<file path="src/rtl/a2d_pkg.sv">
// Shared types and constants for the A2D conversion interface.
// Optional feature macro used by this slice: A2D_ERR_CHK_EN (see a2d_intf).
package a2d_pkg;

    typedef enum logic [2:0] {IDLE, FRM1, GAP, FRM2, DONE} a2d_state_t;

    localparam int FRAME_BITS   = 16;
    localparam int RES_BITS     = 12;
    localparam int CMD_CHNL_LSB = 11;

    // Command word sent in both frames: channel address in bits [13:11].
    function automatic logic [FRAME_BITS-1:0] a2d_cmd(input logic [2:0] ch);
        logic [FRAME_BITS-1:0] w;
        w = '0;
        w[CMD_CHNL_LSB +: 3] = ch;
        return w;
    endfunction

endpackage

</file>
<file path="src/rtl/spi_mstr16.sv">
// 16-bit SPI master (mode 3: SCLK idles high, MOSI changes on SCLK fall,
// MISO sampled on SCLK rise). One frame per wrt pulse; done pulses for one
// clk on the cycle SS_n returns high, with rd_data holding the received word.
module spi_mstr16
    import a2d_pkg::*;
#(
    parameter int SCLK_DIV = 32
) (
    input  logic                  clk,
    input  logic                  rst,
    input  logic                  wrt,
    input  logic [FRAME_BITS-1:0] cmd,
    output logic                  done,
    output logic [FRAME_BITS-1:0] rd_data,
    output logic                  SS_n,
    output logic                  SCLK,
    output logic                  MOSI,
    input  logic                  MISO
);

    localparam int CW = $clog2(SCLK_DIV);
    localparam int BW = $clog2(FRAME_BITS + 1);
    localparam logic [CW-1:0] HALF     = CW'(SCLK_DIV / 2);
    localparam logic [CW-1:0] PRE_RISE = CW'(SCLK_DIV / 2 - 1);
    localparam logic [CW-1:0] LAST     = CW'(SCLK_DIV - 1);
    localparam logic [BW-1:0] NBITS    = BW'(FRAME_BITS);

    logic [CW-1:0]         cnt;
    logic [BW-1:0]         rises;
    logic [FRAME_BITS-1:0] tx;

    // SCLK is the divider MSB; the counter parks at all-ones so SCLK idles high.
    assign SCLK = cnt[CW-1];

    // Frame sequencing: front porch from the HALF preload, 16 SCLK periods,
    // then a half-period back porch before SS_n is released.
    always_ff @(posedge clk) begin
        if (rst) begin
            SS_n    <= 1'b1;
            cnt     <= LAST;
            rises   <= '0;
            tx      <= '0;
            MOSI    <= 1'b0;
            rd_data <= '0;
            done    <= 1'b0;
        end else begin
            done <= 1'b0;
            if (SS_n) begin
                if (wrt) begin
                    SS_n  <= 1'b0;
                    cnt   <= HALF;
                    rises <= '0;
                    tx    <= cmd;
                end
            end else if (cnt == LAST && rises == NBITS) begin
                // back porch finished: counter stays at LAST, SCLK stays high
                SS_n <= 1'b1;
                MOSI <= 1'b0;
                done <= 1'b1;
            end else begin
                cnt <= cnt + 1'b1;
                if (cnt == LAST) begin
                    // wrap to 0 = SCLK fall: present next bit, MSB first
                    MOSI <= tx[FRAME_BITS-1];
                    tx   <= {tx[FRAME_BITS-2:0], 1'b0};
                end
                if (cnt == PRE_RISE) begin
                    // reaching HALF = SCLK rise: sample MISO
                    rd_data <= {rd_data[FRAME_BITS-2:0], MISO};
                    rises   <= rises + 1'b1;
                end
            end
        end
    end

endmodule

</file>
<file path="src/rtl/a2d_intf.sv">
// Conversion handshake responder for an ADC128S-style 8-channel 12-bit A2D.
// Each start_conv accepted in IDLE runs two SPI frames (address, then data)
// and returns A2D_res with a one-clk cnv_cmplt pulse.
// Build option: define A2D_ERR_CHK_EN to add the a2d_err output, which flags
// a non-zero leading nibble in the frame-2 word.
module a2d_intf
    import a2d_pkg::*;
#(
    parameter int SCLK_DIV = 32
) (
    input  logic                clk,
    input  logic                rst,
    input  logic                start_conv,
    input  logic [2:0]          chnnl,
    output logic                cnv_cmplt,
    output logic [RES_BITS-1:0] A2D_res,
    output logic                SS_n,
    output logic                SCLK,
    output logic                MOSI,
`ifdef A2D_ERR_CHK_EN
    output logic                a2d_err,
`endif
    input  logic                MISO
);

    localparam int CW = $clog2(SCLK_DIV);
    // done is seen one clk after SS_n rises and wrt takes one clk to lower
    // SS_n again, so the counted part of the gap is two clks short of half.
    localparam logic [CW-1:0] GAP_LAST = CW'(SCLK_DIV / 2 - 3);

    a2d_state_t            state;
    logic [2:0]            ch_q;
    logic                  wrt;
    logic [CW-1:0]         gap_cnt;
    logic                  done;
    logic [FRAME_BITS-1:0] rd_data;

    spi_mstr16 #(.SCLK_DIV(SCLK_DIV)) u_spi (
        .clk     (clk),
        .rst     (rst),
        .wrt     (wrt),
        .cmd     (a2d_cmd(ch_q)),
        .done    (done),
        .rd_data (rd_data),
        .SS_n    (SS_n),
        .SCLK    (SCLK),
        .MOSI    (MOSI),
        .MISO    (MISO)
    );

`ifndef A2D_ERR_CHK_EN
    // leading nibble is not checked in this build
    logic [FRAME_BITS-RES_BITS-1:0] rx_hi_unused;
    assign rx_hi_unused = rd_data[FRAME_BITS-1:RES_BITS];
`endif

    // Conversion sequencer; the result and cnv_cmplt are registered on entry
    // to DONE so the pulse lines up with the DONE cycle.
    always_ff @(posedge clk) begin
        if (rst) begin
            state     <= IDLE;
            ch_q      <= '0;
            wrt       <= 1'b0;
            gap_cnt   <= '0;
            cnv_cmplt <= 1'b0;
            A2D_res   <= '0;
`ifdef A2D_ERR_CHK_EN
            a2d_err   <= 1'b0;
`endif
        end else begin
            wrt       <= 1'b0;
            cnv_cmplt <= 1'b0;
            case (state)
                IDLE: if (start_conv) begin
                    ch_q  <= chnnl;
                    wrt   <= 1'b1;
                    state <= FRM1;
                end
                FRM1: if (done) begin
                    gap_cnt <= '0;
                    state   <= GAP;
                end
                GAP: if (gap_cnt == GAP_LAST) begin
                    wrt   <= 1'b1;
                    state <= FRM2;
                end else begin
                    gap_cnt <= gap_cnt + 1'b1;
                end
                FRM2: if (done) begin
                    cnv_cmplt <= 1'b1;
                    A2D_res   <= rd_data[RES_BITS-1:0];
`ifdef A2D_ERR_CHK_EN
                    a2d_err   <= |rd_data[FRAME_BITS-1:RES_BITS];
`endif
                    state     <= DONE;
                end
                DONE:    state <= IDLE;
                default: state <= IDLE;
            endcase
        end
    end

endmodule
</file>
<file path="config.mk">
export PLATFORM = sky130hd
export DESIGN_NAME = a2d_intf
export DESIGN_NICKNAME = d
export VERILOG_FILES = /design/src/rtl/a2d_pkg.sv /design/src/rtl/spi_mstr16.sv /design/src/rtl/a2d_intf.sv
export SDC_FILE = /design/constraint.sdc
export NUM_CORES = 1
export LEC_CHECK = 0
export ABC_AREA = 1
export CELL_PAD_IN_SITES_DETAIL_PLACEMENT = 0
export CELL_PAD_IN_SITES_GLOBAL_PLACEMENT = 1
export CORE_MARGIN = 2
export CORE_UTILIZATION = 25
export CTS_CLUSTER_SIZE = 40
export DETAILED_ROUTE_END_ITERATION = 10
export PLACE_DENSITY = 0.55
export SLEW_MARGIN = 20
export SYNTH_ARGS = -nofsm -noshare
export SYNTH_HDL_FRONTEND = slang
export SYNTH_SLANG_ARGS = --single-unit
export TNS_END_PERCENT = 100
</file>
<file path="constraint.sdc">
create_clock -name clk -period 2.3 [get_ports clk]
set_input_delay 0.69 -clock clk [delete_from_list [all_inputs] [get_ports clk]]
set_output_delay 0.69 -clock clk [all_outputs]
set_load 0.01 [all_outputs]
</file>
======== Yosys cells after proc, flatten, opt, wreduce, memory -nomap -nowiden ========
Cells that the tools add are included.
operators by class
  add/subtract/negate cells ............... 3
  equal/unequal tests ..................... 14
  muxes and demuxes ....................... 28
  bitwise operators ....................... 3
  reduce and logical (&&, ||, !) cells .... 17
operator list
  operator                                                                 number
  16-bit 2-to-1 mux                                                        4
  5-bit 2-to-1 mux                                                         9
  5-bit by 1-bit adder with 5-bit output, second input constant            3
  3-bit 2-to-1 mux                                                         4
  3-bit case mux with 4 select lines                                       1
  3-bit AND reduction                                                      4
  5-bit by 4-bit equality test with 1-bit output, second input constant    2
  5-bit equality test, second input constant                               2
  5-bit case mux with 2 select lines                                       1
  1-bit 2-to-1 mux                                                         8
  2-bit inequality test, second input constant                             4
  2-bit AND reduction                                                      4
  2-bit nonzero test                                                       4
  3-bit by 2-bit equality test with 1-bit output, second input constant    2
  2-bit by 1-bit inequality test with 1-bit output, second input constant  3
  4-bit AND reduction                                                      1
  2-bit OR reduction                                                       2
  3-bit by 1-bit equality test with 1-bit output, second input constant    1
  3-bit zero test                                                          1
  1-bit NOT                                                                3
  1-bit case mux with 2 select lines                                       1
  1-bit logical AND                                                        1
storage, ports and cells
  flip-flop bits (word level) ............. 66
  input bits .............................. 7
  output and inout bits ................... 16
  word-level logic and storage cells ...... 78

======== Longest topological paths before layout ========
  depth after elaboration ................. 4
  depth in mapped cells ................... 12
  mapped depth without buffers ............ 12

======== By module ========
From an unflattened synthesis, not the netlist that was laid out.
unflattened totals
  cells, all modules ...................... 471
  area total of the unflattened synthesis .. 3293.2 µm²
modules (own cells, without submodules)
  module      instances  cells an instance  area an instance (µm²)  seq. area each (µm²)
  spi_mstr16  1          324                2208.4                  900.9
  a2d_intf    1          147                1084.8                  500.5

======== Worst setup path before layout ========
OpenSTA, ideal clock, no wires.
  path type ............................... register to register
  from .................................... reg u_spi.cnt[0]
  to ...................................... reg u_spi.rd_data[1]
  library setup time ...................... 0.132 ns
  data arrival time ....................... 1.507 ns
  data required time ...................... 2.168 ns
  path slack .............................. 0.661 ns
  stages on the path, launching flop included .. 13
  buffers on the path ..................... 1
  clock period less this slack ............ 1.639 ns
  path through ............................ dfxtp_1 -> ha_1 -> nand2_1 -> nor2_1 -> ha_1 -> nand2_1 -> nor2_1 -> nand2_2 -> nand2_2 -> nor2_4 -> buf_6 -> nand2_1 -> a21oi_1
on the way
  cells in the longest elaborated chain, start to end .. 4
  elaborated cells on any way between the ends .. 5
  classes of those cells .................. eq/ne: 2; bitwise: 1; reduce/logical: 2
RTL lines
  item                             line              RTL
  from (decl)                      spi_mstr16.sv:28  logic [CW-1:0] cnt;
  from (signal assigned)           spi_mstr16.sv:61  cnt <= cnt + 1'b1;
  5-bit equality test              spi_mstr16.sv:55  end else if (cnt == LAST && rises == NBITS) begin
  1-bit logical AND                spi_mstr16.sv:55
  1-bit NOT (no line)              n/a
  3-bit AND reduction (no line) *  n/a
  to (signal assigned)             spi_mstr16.sv:69  rd_data <= {rd_data[FRAME_BITS-2:0], MISO};
  to (decl)                        spi_mstr16.sv:14  output logic [FRAME_BITS-1:0] rd_data,
Mark *: on every way between the ends. The rest lies on a longest branch, timed or not.
A chain may end at the register's enable or synchronous reset.

======== Worst setup path after layout ========
  from .................................... reg u_spi.SS_n
  to ...................................... out SS_n
RTL lines
  item                    line              RTL
  from (decl)             spi_mstr16.sv:15  output logic SS_n,
  from (signal assigned)  spi_mstr16.sv:39  SS_n <= 1'b1;
  from (signal assigned)  spi_mstr16.sv:50  SS_n <= 1'b0;
  from (signal assigned)  spi_mstr16.sv:57  SS_n <= 1'b1;
  to (decl)               a2d_intf.sv:17    output logic SS_n,
No word-level cell between the ends.

==> metrics.md <==
| Metric | Value |
|---|---|
| Outcome | finished, final reports clean |
| Die area | 0.01035 mm^2 |
| Post-cts resize count | 0 |
| Worst-Margin Slew | 0.4255 ns |
| Total grt overflow | 0 |
| Largest net degree at the start of global routing | 28 |
| Crit. End Element | primary output |
| Root Buffer | clkbuf_8 |
| Crit-path cells | clkdlybuf4s50_1 |
| Clock sink total | 55 |
| P per Cell Area | 697.9 mW/mm^2 |
| Vias in the first global route | 1962 |
| Clk Latency, worst-skew pair | 0.31 ns |
| Post-synthesis cell type with the largest combined area | dfxtp_1 |
| Hold Fails Final Rpt | 0 |
| Top cell type's share of synthesized area | 46.12% |
| First-pass DRT Iterations | 4 |
| ANT nets after route | 0 |
| I/O pins | 23 |
| Synth Warn # | 0 |
| Chip Width | 101.7 um |
| Synth area leaders | dfxtp_1 46%, nand2_1 11%, nor2_1 8.5% |
| WL/cell | 11.12 um |
| Hold wc startpoint | ch_q[1] |
| Number of placed cells counting well taps | 469 |
| Number of flops mapped to enable cells by yosys | 0 |
| Cts hold-fix bufs | 0 |
| Synth Area per Inst | 7.368 um^2 |
| #FFs+latches synth | 55 |
| Net Switching | 0.0005545 W |
| Total track usage | 11.17% |
| Fin Hold WS | 0.4591 ns |
| CTS H-tree lvls | 2 |
| Unique masters post-synth | 29 |
| Final worst path period share | 92.14% |
| Netlist Area Pre-Place | 0.002387 mm^2 |
| Layout cell share with drive strength beyond 1 | 7.759% |
| RD Place Congestion | 0.7113 |
| Placeable Area | 0.009240 mm^2 |
| Max clock buf depth | 2 |
| # nets final | 361 |
| Leakage power | 1.194 nW |
| Area Overhead vs Synth | 20.02% |
| Number of max-cap violations | 0 |
| Gate power share | 15.1% |
| # setup viols final | 0 |
| Post-CTS Setup Bufs | 0 |
| CP peak stage delay | 0.60 ns |
| Slowest CP cell | clkdlybuf4s50_1 |
| CP required | 1.61 ns |
| Port Buf Inserts | 22 |
| Total routed wirelength | 5.302 mm |
| Num CTS Buffers | 5 |
| Switching part of the total | 27.73% |
| Worst Path Max Fanout | 8 |
| Crit. Startpoint | u_spi.SS_n |
| Max-slew headroom | 71.60% |
| TritonCTS clock tree | done |
| Startpoint Class | flop |
| CP Data Arrival Time | 1.43 ns |
| Initial antenna violation count | 0 |
| Sequential share of the synthesized area | 46.12% |
| Die height | 101.7 um |
| Via count | 1969 |
| Antenna Cells | 0 |
| Synthesized net count | 338 |
| Finished Layout Cells | 477 |
| Async SR Flop Fraction | 0% |
| DR vias/cell | 4.128 |
| Gate Count Post-Synth | 324 |
| Rows | 35 |
| Peak Freq | 471.9 MHz |
| Clock-pin slew on the worst setup and hold paths | 0.10 ns |
| Hold Crit Class | flop to flop |
| Register share of total power | 51.9% |
| Clock share of power | 33.0% |
| Max VDD drop | 0.2797 mV |
| First-pass GRT wire length | 9.266 mm |
| Reg2Reg Setup Slack | 0.47 ns |
| Half-perimeter wire length after placement | 3.615 mm |
| Clock Skew | 0.01647 ns |
| Starting Density | 25.84% |
| Internal | 0.001445 W |
| Max Slew Vio Count | 0 |
| CP delay by family, top | buffers and inverters |
| Pwr Total | 0.002000 W |
| RSZ-0062 raised after global routing | false |
| Reg2Reg Launch Point | u_spi.cnt[0] |
| Min Tclk post-route | 2.119 ns |
| Fill count | 1025 |
| Setup TNS | 0 ns |
| Setup CP Type | flop to primary output |
| Buf/Inv on CP | 1 |
| Iter 0 DRT Violations | 43 |
| Main synth FF type | dfxtp_1 |
| # DRC | 0 |
registers in the layout (all words and copies together), names as in the netlist:
| signal | cells |
|---|---|
| u_spi.rd_data | 12 |
| u_spi.tx | 5 |
| u_spi.rises | 5 |
| wrt | 1 |
| gap_cnt | 5 |
| cnv_cmplt | 1 |
| state | 3 |
| ch_q | 3 |
| u_spi.SS_n | 1 |
| u_spi.MOSI | 1 |
| u_spi.done | 1 |
| u_spi.cnt | 5 |
| A2D_res | 12 |
path summary, 6_finish.rpt:
kind,endpoint,cells after the start
hold / removal,ch_q[1],2
setup / recovery,SS_n,1
setup reg to reg,u_spi.cnt[3],10
hold reg to reg,ch_q[1],2
power groups by stage:
stage / Clock, W / Sequential (W) / Combinational (W)
global placement: 0 / 0.00106 / 0.000304
finish: 0.000660 / 0.00104 / 0.000301
CTS: 0.000697 / 0.00104 / 0.000307
detailed placement: 0 / 0.00106 / 0.000304
global route: 0.000726 / 0.00105 / 0.000353
floorplan: 0 / 0.00105 / 0.000227
synth_stat cells, types with 3 or more instances:
master	n
buf_2	4
a21oi_1	27
nand3_1	17
nand2_2	3
nor2_1	54
dfxtp_1	55
inv_1	26
nor2_2	4
ha_1	7
nand2_1	73
clkbuf_1	3
nand4_1	6
o21ai_0	24
per-layer routing:
layer	vias up	global-route usage (%)	wire length, um	share of wire, %
met5	-	0	0	0
met4	0	2.495	31	0.58
met3	2	2.622	133	2.5
met2	17	17.61	2286	43
met1	865	15.52	2851	54
li1	1085	-	-	-
final cells by class:
class	instances	area, um^2	share of cell area (%)
clock buffers	5	68.82	2.402
flip-flops and latches	55	1101	38.43
repair buffers	25	255.2	8.908
multi-input cells	232	1127	39.34
well taps	129	161.4	5.633
clock inverters	3	46.29	1.616
inverters	28	105.1	3.668
tightest hold or removal path, delay by kind of cell, from the launching register on:
kind,cells,cell delay [ns]
compound gates,1,0.05
buf+inv,1,0.05
flops,1,0.33
kinds of logic after synthesis:
group           count (synthesis)  share of synthesized area [%]
compound gates                 56                          12.11
xor+xnor                        3                          1.101
fa+ha+maj                       7                          3.669
buf+inv                        37                          6.656
flops                          55                          46.12
simple gates                  166                          30.35
layout by cell type (no fill, tap or decap), drive strengths merged, types with 2 or more instances in the layout:
cell           instances
inv                   29
o21ai                 27
ha                     7
clkdlybuf4s50         22
nor3                   2
dfxtp                 55
a21oi                 27
nor2                  59
clkbuf                 5
nand2                 77
nand3                 19
nand4                  6
buf                    3
xnor2                  2
per-stage QoR:
| stage | setup WS (ns) | utilization, % | area (um^2) |
|---|---|---|---|
| final | 0.1808 | 31.01 | 2865 |
| after floorplan | 0.6609 | - | 2387 |
| after detailed placement | 0.3852 | 29.76 | 2750 |
| after global placement | 0.3672 | 29.76 | 2750 |
| after CTS | 0.1520 | 31.01 | 2865 |
| after global routing | 0.1094 | 31.01 | 2865 |
Note: power is estimated with default switching activity, not from simulation.
